## src/rtl/lsu_pkg.sv

```systemverilog
// Shared types and func3 decoding for the load/store sequencer.
package lsu_pkg;

    typedef enum logic [1:0] {
        IDLE = 2'd0,
        LO   = 2'd1,
        HI   = 2'd2,
        DATA = 2'd3
    } lsu_state_e;

    typedef enum logic [1:0] {
        SZ_BYTE = 2'b00,
        SZ_HALF = 2'b01,
        SZ_WORD = 2'b10,
        SZ_NONE = 2'b11
    } lsu_size_e;

    localparam logic [2:0] F3_LB  = 3'b000;
    localparam logic [2:0] F3_LH  = 3'b001;
    localparam logic [2:0] F3_LW  = 3'b010;
    localparam logic [2:0] F3_LBU = 3'b100;
    localparam logic [2:0] F3_LHU = 3'b101;

    // Unsigned variants exist only for loads; everything else outside the table is illegal.
    function automatic logic f3_illegal(input logic we, input logic [2:0] func3);
        logic bad;
        bad = 1'b0;
        case (func3)
            F3_LB, F3_LH, F3_LW: bad = 1'b0;
            F3_LBU, F3_LHU:      bad = we;
            default:             bad = 1'b1;
        endcase
        return bad;
    endfunction

endpackage

```

## src/rtl/lsu_align.sv

```systemverilog
// Combinational lane mask, store-data positioning and load-data extraction.
module lsu_align
    import lsu_pkg::*;
(
    input  logic        we,
    input  logic [2:0]  func3,
    input  logic [1:0]  addr_lo,
    input  logic [31:0] wdata,
    input  logic [31:0] lo_word,
    input  logic [31:0] hi_word,
    output logic [3:0]  lo_mask,
    output logic [3:0]  hi_mask,
    output logic [31:0] lo_wdata,
    output logic [31:0] hi_wdata,
    output logic        split,
    output logic        illegal,
    output logic [31:0] load_data
);

    lsu_size_e   size_s;
    logic [3:0]  base_s;
    logic [7:0]  mask8_s;
    logic [63:0] wide_s;
    logic [63:0] merged_s;
    logic        sext_s;

    assign size_s  = lsu_size_e'(func3[1:0]);
    assign illegal = f3_illegal(we, func3);
    assign sext_s  = ~func3[2];

    // Byte-enable pattern for the access size; suppressed for illegal requests.
    always_comb begin
        base_s = 4'b0000;
        case (size_s)
            SZ_BYTE: base_s = 4'b0001;
            SZ_HALF: base_s = 4'b0011;
            SZ_WORD: base_s = 4'b1111;
            default: base_s = 4'b0000;
        endcase
        if (illegal) begin
            base_s = 4'b0000;
        end else begin
            base_s = base_s;
        end
    end

    assign mask8_s  = {4'b0000, base_s} << addr_lo;
    assign lo_mask  = mask8_s[3:0];
    assign hi_mask  = mask8_s[7:4];
    assign split    = |mask8_s[7:4];

    assign wide_s   = {32'h0000_0000, wdata} << {addr_lo, 3'b000};
    assign lo_wdata = wide_s[31:0];
    assign hi_wdata = wide_s[63:32];

    assign merged_s = {hi_word, lo_word} >> {addr_lo, 3'b000};

    // Keep the addressed bytes and extend to 32 bits.
    always_comb begin
        load_data = 32'h0000_0000;
        case (size_s)
            SZ_BYTE: load_data = {{24{sext_s & merged_s[7]}}, merged_s[7:0]};
            SZ_HALF: load_data = {{16{sext_s & merged_s[15]}}, merged_s[15:0]};
            SZ_WORD: load_data = merged_s[31:0];
            default: load_data = 32'h0000_0000;
        endcase
    end

endmodule

```

## src/rtl/lsu_ctrl.sv

```systemverilog
// Load/store sequencer FSM: splits misaligned accesses into two word cycles
// and returns one registered response per request.
module lsu_ctrl
    import lsu_pkg::*;
#(
    parameter int MEM_AW = 9
) (
    input  logic              i_clk,
    input  logic              i_reset,
    input  logic              i_req_valid,
    output logic              o_req_ready,
    input  logic              i_req_we,
    input  logic [2:0]        i_func3,
    input  logic [15:0]       i_addr,
    input  logic [31:0]       i_wdata,
    output logic              o_rsp_valid,
    output logic              o_rsp_err,
    output logic [31:0]       o_rdata,
    output logic              o_mem_en,
    output logic              o_mem_we,
    output logic [MEM_AW-1:0] o_mem_addr,
    output logic [3:0]        o_mem_bmask,
    output logic [31:0]       o_mem_wdata,
    input  logic [31:0]       i_mem_rdata
);

    lsu_state_e        state_r, state_s;
    logic              we_r;
    logic [2:0]        func3_r;
    logic [1:0]        offs_r;
    logic [MEM_AW-1:0] word_r;
    logic [31:0]       wdata_r;
    logic [31:0]       lo_word_r;
    logic [31:0]       rdata_r;
    logic              rsp_valid_r;
    logic              rsp_err_r;

    logic              accept_s;
    logic [MEM_AW-1:0] word_hi_s;
    logic [31:0]       lo_sel_s, hi_sel_s;
    logic [3:0]        lo_mask_s, hi_mask_s;
    logic [31:0]       lo_wdata_s, hi_wdata_s;
    logic              split_s, illegal_s;
    logic [31:0]       load_data_s;

    assign accept_s    = i_req_valid && (state_r == IDLE);
    assign word_hi_s   = word_r + {{(MEM_AW-1){1'b0}}, 1'b1};
    assign o_req_ready = (state_r == IDLE);
    assign o_rsp_valid = rsp_valid_r;
    assign o_rsp_err   = rsp_err_r;
    assign o_rdata     = rdata_r;

    lsu_align u_align (
        .we        (we_r),
        .func3     (func3_r),
        .addr_lo   (offs_r),
        .wdata     (wdata_r),
        .lo_word   (lo_sel_s),
        .hi_word   (hi_sel_s),
        .lo_mask   (lo_mask_s),
        .hi_mask   (hi_mask_s),
        .lo_wdata  (lo_wdata_s),
        .hi_wdata  (hi_wdata_s),
        .split     (split_s),
        .illegal   (illegal_s),
        .load_data (load_data_s)
    );

    // In DATA the memory returns the last word read: the high word when split.
    always_comb begin
        lo_sel_s = i_mem_rdata;
        hi_sel_s = 32'h0000_0000;
        if (split_s) begin
            lo_sel_s = lo_word_r;
            hi_sel_s = i_mem_rdata;
        end else begin
            lo_sel_s = i_mem_rdata;
            hi_sel_s = 32'h0000_0000;
        end
    end

    // Next-state logic.
    always_comb begin
        state_s = state_r;
        case (state_r)
            IDLE: begin
                if (accept_s) begin
                    state_s = f3_illegal(i_req_we, i_func3) ? DATA : LO;
                end else begin
                    state_s = IDLE;
                end
            end
            LO:      state_s = split_s ? HI : DATA;
            HI:      state_s = DATA;
            DATA:    state_s = IDLE;
            default: state_s = IDLE;
        endcase
    end

    // Memory strobe outputs, all zero outside LO/HI.
    always_comb begin
        o_mem_en    = 1'b0;
        o_mem_we    = 1'b0;
        o_mem_addr  = {MEM_AW{1'b0}};
        o_mem_bmask = 4'b0000;
        o_mem_wdata = 32'h0000_0000;
        case (state_r)
            LO: begin
                o_mem_en    = 1'b1;
                o_mem_we    = we_r;
                o_mem_addr  = word_r;
                o_mem_bmask = we_r ? lo_mask_s : 4'b1111;
                o_mem_wdata = we_r ? lo_wdata_s : 32'h0000_0000;
            end
            HI: begin
                o_mem_en    = 1'b1;
                o_mem_we    = we_r;
                o_mem_addr  = word_hi_s;
                o_mem_bmask = hi_mask_s;
                o_mem_wdata = we_r ? hi_wdata_s : 32'h0000_0000;
            end
            default: begin
                o_mem_en    = 1'b0;
                o_mem_we    = 1'b0;
                o_mem_addr  = {MEM_AW{1'b0}};
                o_mem_bmask = 4'b0000;
                o_mem_wdata = 32'h0000_0000;
            end
        endcase
    end

    // State register.
    always_ff @(posedge i_clk) begin
        if (!i_reset) begin
            state_r <= IDLE;
        end else begin
            state_r <= state_s;
        end
    end

    // Request latch, low-word capture and registered response.
    always_ff @(posedge i_clk) begin
        if (!i_reset) begin
            we_r        <= 1'b0;
            func3_r     <= 3'b000;
            offs_r      <= 2'b00;
            word_r      <= {MEM_AW{1'b0}};
            wdata_r     <= 32'h0000_0000;
            lo_word_r   <= 32'h0000_0000;
            rdata_r     <= 32'h0000_0000;
            rsp_valid_r <= 1'b0;
            rsp_err_r   <= 1'b0;
        end else begin
            if (accept_s) begin
                we_r    <= i_req_we;
                func3_r <= i_func3;
                offs_r  <= i_addr[1:0];
                word_r  <= i_addr[MEM_AW+1:2];
                wdata_r <= i_wdata;
            end
            if ((state_r == HI) && !we_r) begin
                lo_word_r <= i_mem_rdata;
            end
            rsp_valid_r <= (state_r == DATA);
            if (state_r == DATA) begin
                rsp_err_r <= illegal_s;
                if (illegal_s) begin
                    rdata_r <= 32'h0000_0000;
                end else if (!we_r) begin
                    rdata_r <= load_data_s;
                end
            end
        end
    end

endmodule

```

## config.mk

```make
export PLATFORM = sky130hd
export DESIGN_NAME = lsu_ctrl
export DESIGN_NICKNAME = d
export VERILOG_FILES = /design/src/rtl/lsu_pkg.sv /design/src/rtl/lsu_align.sv /design/src/rtl/lsu_ctrl.sv
export SDC_FILE = /design/constraint.sdc
export NUM_CORES = 1
export LEC_CHECK = 0
export CAP_MARGIN = 20
export CORE_ASPECT_RATIO = 0.5
export CORE_MARGIN = 4
export CORE_UTILIZATION = 50
export CTS_BUF_LIST = sky130_fd_sc_hd__clkbuf_4 sky130_fd_sc_hd__clkbuf_8
export DETAILED_ROUTE_END_ITERATION = 8
export GPL_TIMING_DRIVEN = 0
export PLACE_DENSITY = 0.9
export SLEW_MARGIN = 0
export SYNTH_ARGS = -nofsm -noshare
export SYNTH_HDL_FRONTEND = slang
export SYNTH_HIERARCHICAL = 1
export SYNTH_SLANG_ARGS = --single-unit
```

## constraint.sdc

```tcl
create_clock -name i_clk -period 7.4 [get_ports i_clk]
set_clock_uncertainty 0.1 [all_clocks]
set_input_delay 1.11 -clock i_clk [delete_from_list [all_inputs] [get_ports i_clk]]
set_output_delay 1.11 -clock i_clk [all_outputs]
set_load 0.02 [all_outputs]
```

-- After elaboration in Yosys (flattened, before gate mapping)
Cells that the tools add are included.
- register bits after elaboration: 115
- word-level logic and storage cells: 68
- input bits: 87
- multiplexer cells: 23
- equal/unequal tests: 14
- bitwise operators: 3
- reduce and logical (&&, ||, !) cells: 14
- $add $sub $neg: 1
- shifts and indexed selects: 3
- operators with widths (operator ; number):
    two-way mux 32 bit ; 6
    case mux 32 bit (3 select lines) ; 1
    case mux 32 bit (2 select lines) ; 1
    << shifter 32 x 5 -> 64 bit ; 1
    >> shifter 64 x 5 -> 32 bit ; 1
    case mux 9 bit (2 select lines) ; 1
    == test 3 bit, second input constant ; 4
    case mux 4 bit (3 select lines) ; 1
    adder 9 x 1 -> 9 bit, second input constant ; 1
    two-way mux 4 bit ; 2
    case mux 2 bit (4 select lines) ; 1
    case mux 4 bit (2 select lines) ; 1
    << shifter 4 x 2 -> 8 bit ; 1
    == test 2 bit, second input constant ; 3
    == test 3 x 1 -> 1 bit, second input constant ; 2
    == test 3 x 2 -> 1 bit, second input constant ; 2
    logical NOT 3 bit ; 2
    OR reduction 2 bit ; 3
    OR reduction 3 bit ; 2
    two-way mux 1 bit ; 5
    == test 2 x 1 -> 1 bit, second input constant ; 2
    logical NOT 2 bit ; 2
    two-way mux 2 bit ; 2
    case mux 1 bit (2 select lines) ; 2
    other kinds (7) ; 9

-- Logic depth before layout (Yosys ltp)
- word-level depth: 12
- mapped depth: 16
- depth with buffers taken out: 13

-- Cells and area by module
Netlist, hierarchy kept.
- by module, submodules not included (module ; area an instance (um2) ; instances ; sequential area each (um2) ; cells an instance):
    lsu_ctrl ; 5918.2 ; 1 ; 2302.2 ; 720
    lsu_align ; 2082.0 ; 1 ; 0.0 ; 311

-- Worst setup path before layout
OpenSTA, ideal clock, no wires.
- path kind: register to register
- start: reg func3_r[0]
- end: reg rdata_r[16] (netlist: o_rdata[16])
- data required time: 7.184 ns
- stages on the path, launching flop included: 17
- path slack: 4.117 ns
- period minus slack after synthesis: 3.283 ns
- arrival: 3.067 ns
- cells stage by stage: dfxtp_1 -> inv_1 -> ha_1 -> nand2b_1 -> a22oi_1 -> a31oi_1 -> o21ai_0 -> buf_2 -> buf_2 -> mux2_2 -> mux2_4 -> a32o_2 -> a21boi_4 -> buf_6 -> o21ai_0 -> nand2_1 -> a21boi_1
- word-level cells in the longest chain between the ends: 12
- elaborated cells on any way between the ends: 25
- ends and longest elaborated chain (what ; line ; RTL):
    start: declaration ; lsu_ctrl.sv:29 ; logic [2:0] func3_r;
    start signal: assignment ; lsu_ctrl.sv:156 ; func3_r <= i_func3;
    == test 3 x 1 -> 1 bit (tied with other cells) ; lsu_pkg.sv:28 ; case (func3)
    OR reduction 3 bit / OR reduction 2 bit (equally long branches) ; lsu_pkg.sv:28 ;
    case mux 1 bit (2 select lines) ; lsu_pkg.sv:28 ;
    two-way mux 4 bit (*) ; lsu_align.sv:40 ; if (illegal) begin
    << shifter 4 x 2 -> 8 bit (*) ; lsu_align.sv:47 ; assign mask8_s = {4'b0000, base_s} << addr_lo;
    OR reduction 4 bit (*) ; lsu_align.sv:50 ; assign split = |mask8_s[7:4];
    net split_s ; lsu_ctrl.sv:43 ; logic split_s, illegal_s;
    two-way mux 32 bit (*) ; lsu_ctrl.sv:73 ; if (split_s) begin
    net lo_sel_s[23] ; lsu_ctrl.sv:40 ; logic [31:0] lo_sel_s, hi_sel_s;
    >> shifter 64 x 5 -> 32 bit (*) ; lsu_align.sv:56 ; assign merged_s = {hi_word, lo_word} >> {addr_lo, 3'b000};
    bitwise AND 1 bit (on tied branches) ; lsu_align.sv:63, lsu_align.sv:62 ;
    case mux 32 bit (3 select lines) (*) ; lsu_align.sv:61 ; case (size_s)
    net load_data_s[16] ; lsu_ctrl.sv:44 ; logic [31:0] load_data_s;
    two-way mux 32 bit (*) ; lsu_ctrl.sv:169 ; end else if (!we_r) begin
    two-way mux 32 bit (*) ; lsu_ctrl.sv:167 ; if (illegal_s) begin
    end signal: assignment ; lsu_ctrl.sv:170 ; rdata_r <= load_data_s;
    end: declaration ; lsu_ctrl.sv:34 ; logic [31:0] rdata_r;
Mark *: on every way through the listed nets, which the timed path passes. The rest lies on a longest branch. The select of a mux whose other input is x is not followed.
A chain may end at the register's enable or synchronous reset.

-- Worst setup path after layout
- start: reg offs_r[0]
- end: out o_mem_wdata[23]
- word-level cells in the longest chain between the ends: 3
- elaborated cells on any way between the ends: 4
- ends and longest elaborated chain (what ; line ; RTL):
    start: declaration ; lsu_ctrl.sv:30 ; logic [1:0] offs_r;
    start signal: assignment ; lsu_ctrl.sv:157 ; offs_r <= i_addr[1:0];
    << shifter 32 x 5 -> 64 bit ; lsu_align.sv:52 ; assign wide_s = {32'h0000_0000, wdata} << {addr_lo, 3'b000};
    net lo_wdata_s[23] ; lsu_ctrl.sv:42 ; logic [31:0] lo_wdata_s, hi_wdata_s;
    two-way mux 32 bit ; lsu_ctrl.sv:113 ; o_mem_wdata = we_r ? lo_wdata_s : 32'h0000_0000;
    case mux 32 bit (2 select lines) ; lsu_ctrl.sv:107 ; case (state_r)
    end: declaration ; lsu_ctrl.sv:23 ; output logic [31:0] o_mem_wdata,
The timed path passes the listed nets, and every way through them passes these cells.

==> flow_summary.yaml <==
clock_network:
  cts_tree: "built"
  numClockSinks: 115
  cts_resized: 0
  clockBufferDepth: 2
  cts_setup_buffers: 0
  clockRootBuffer: "clkbuf_8"
  worstSkewPairLatency_ns: 0.46
  cts-hold-fix-buffers: 0
  path_clk_slew_ns: 0.08
  cts_buffers: 17
  cts_htree_levels: 4
drt:
  drt_iter0_drc: 872
  wl_per_cell_um: 19.21
  via_count: 8275
  vias_per_cell: 5.791
  drc: 0
  routed_wl_mm: 27.46
  drtAntennaViolNets: 0
  drtPass1Iterations: 6
sta:
  setup_viol: 0
  maxSlewHeadroom_pct: 45.27
  fin_setup_tns_ns: 0
  finalCritPeriodShare_pct: 59.45
  fmax_mhz: 227.3
  final_hold_viol_count: 0
  drv_slew: 0
  post-route-min-period_ns: 4.399
  worstMarginPinSlew_ns: 0.8179
  rsz0062_at_grt: "no"
critical_path:
  startpoint_type: "flop"
  cp.depth: 9
  cpMostUsedCell: "nor2_1"
  crit_slowest_cell: "nor2_1"
  worst-r2r-cell-count: 15
  r2r-end: "o_rdata[16]$_SDFFE_PN0P_"
  r2r-start: "offs_r[1]$_SDFFE_PN0P_"
  r2r_slack_ns: 3.23
  cp-end-kind: "primary output"
  cp_cell_sequence: "buf_2 -> inv_1 -> clkbuf_1 -> nor2_1 -> nand2_1 -> o21ai_0 -> a22oi_1 -> nor2_1 -> clkdlybuf4s50_1"
  cp_max_fo: 10
  critPathTopFamily: "buffers and inverters"
  cp_slowest_stage_delay_ns: 0.71
  cp_data_arrival_time_ns: 3.19
  crit_buf_inv: 4
  criticalPathCategory: "reg2out"
  cp.required_ns: 6.19
pwr:
  p_leak_uw: 0.003666
  ir_drop_mv: 0.1619
  finalPower_uw: 2627
  power.density_nw_per_um2: 255.6
floorplanning:
  die-height_um: 97.17
  fp.coreArea_um2: 15490
  rows: 32
  fp.dieW_um: 186.3
  initial_utilization_pct: 51.31
  pin_count: 169
  dieArea_um2: 18100
final_layout:
  stdcell_count: 1429
  drive_above_1_share_pct: 14.61
  nets: 1309
  syn_to_final_growth_pct: 29.27
  diodes: 0
  fillers: 1318
  post-route-util_pct: 66.33
placement:
  hpwl_mm: 20.85
  gp_congestion: 0.9585
  placedCellCount: 1397
  io_buffers: 162
yosys:
  synth_cells: 1023
  yosysWarnings: 6
  syn-cell-area_um2: 7950
  syn_avg_cell_area_um2: 7.771
run:
  drv_cap: 0
global_routing:
  grt_overflow: 0
  grt_max_degree: 17
  antenna_found_initial: 0
  grtUsageTotal_pct: 29.45
  grt_pass1_vias: 8308
  grt_pass1_wl_mm: 43.64
min_path:
  hold_start: "lo_word_r[27]$_SDFFE_PN0P_"
  hp-class: "reg2reg"
  whs_endpoint: "lo_word_r[27]$_SDFFE_PN0P_"
  hold_depth: 2
outcome:
  outcome: "finished, final reports clean"
## final cells by class
type | instances | area (µm²) | share of cell area [%]
Multi-Input combinational cell | 800 | 5100 | 49.62
Sequential cell | 115 | 2302 | 22.40
Timing Repair Buffer | 162 | 1622 | 15.78
Buffer | 101 | 521.8 | 5.077
Tap cell | 204 | 255.2 | 2.484
Clock buffer | 18 | 241.5 | 2.350
Clock inverter | 14 | 178.9 | 1.741
Inverter | 15 | 56.30 | 0.5478
## per-layer routing
| metal | global-route usage, % | vias to the layer above | wire length, µm |
|---|---|---|---|
| li1 | - | 3891 | - |
| met1 | 39.28 | 3941 | 12040 |
| met2 | 49.27 | 387 | 12750 |
| met3 | 5.240 | 56 | 2185 |
| met4 | 8.404 | 0 | 485 |
| met5 | 0 | - | 0 |
## power by group
part           switching, µW  internal (µW)  leakage [µW]
registers               79.8            704      0.000935
clock network            298            341      0.000204
logic                    751            453       0.00253
total                   1130           1500       0.00367
## state kept, by name, indices dropped and copies added, names as in the netlist, 2 cells and up
register,count
o_rdata,32
word_r,9
state_r,2
func3_r,3
lo_word_r,32
wdata_r,32
offs_r,2
## worst reg2reg max path: stages (launching register included)
cell and delay (ns):
dfxtp_1 0.40, buf_6 0.16, buf_2 0.31, clkbuf_1 0.48
nand2_1 0.20, o21ai_0 0.16, buf_2 0.32, buf_2 0.32
mux2_2 0.39, mux2_4 0.30, a32o_2 0.26, a21boi_4 0.26
buf_6 0.16, o21ai_0 0.09, nand2_1 0.09, a21boi_1 0.05
## stage by stage
step           area (µm²)  setup WS [ns]  hold slack [ns]
2_1_floorplan        7980          4.123           0.3316
3_3_place_gp         9857          3.488           0.3369
3_5_place_dp         9857          3.386           0.3452
4_1_cts             10280          3.084           0.3572
5_1_grt             10280          2.803           0.3705
6_report            10280          3.001           0.3563
## worst max-delay path by stage
stage | endpoint | from | slack (ns)
6_report | o_mem_wdata[23] | offs_r[0]$_SDFFE_PN0P_ | 3.00
2_1_floorplan | o_rdata[16]$_SDFFE_PN0P_ | func3_r[0]$_SDFFE_PN0P_ | 4.12
5_1_grt | o_mem_wdata[17] | offs_r[0]$_SDFFE_PN0P_ | 2.80
3_3_place_gp | o_rdata[16]$_SDFFE_PN0P_ | offs_r[1]$_SDFFE_PN0P_ | 3.49
4_1_cts | o_mem_bmask[1] | offs_r[0]$_SDFFE_PN0P_ | 3.08
3_5_place_dp | o_rdata[16]$_SDFFE_PN0P_ | offs_r[1]$_SDFFE_PN0P_ | 3.39
## cells in the final DEF (no fill, tap or decap), drive strengths merged, types with 10 or more instances in the layout
cell             n
ha              10
buf             55
a21oi           36
a22oi           35
a21boi         113
nand2          215
a21bo           32
and2            34
dfxtp          115
clkdlybuf4s50  162
mux2i           50
clkbuf          64
o21ai           38
nor2            71
mux2            51
a211oi          14
nor2b           19
inv             18
Power figures use the tool's default switching activity.
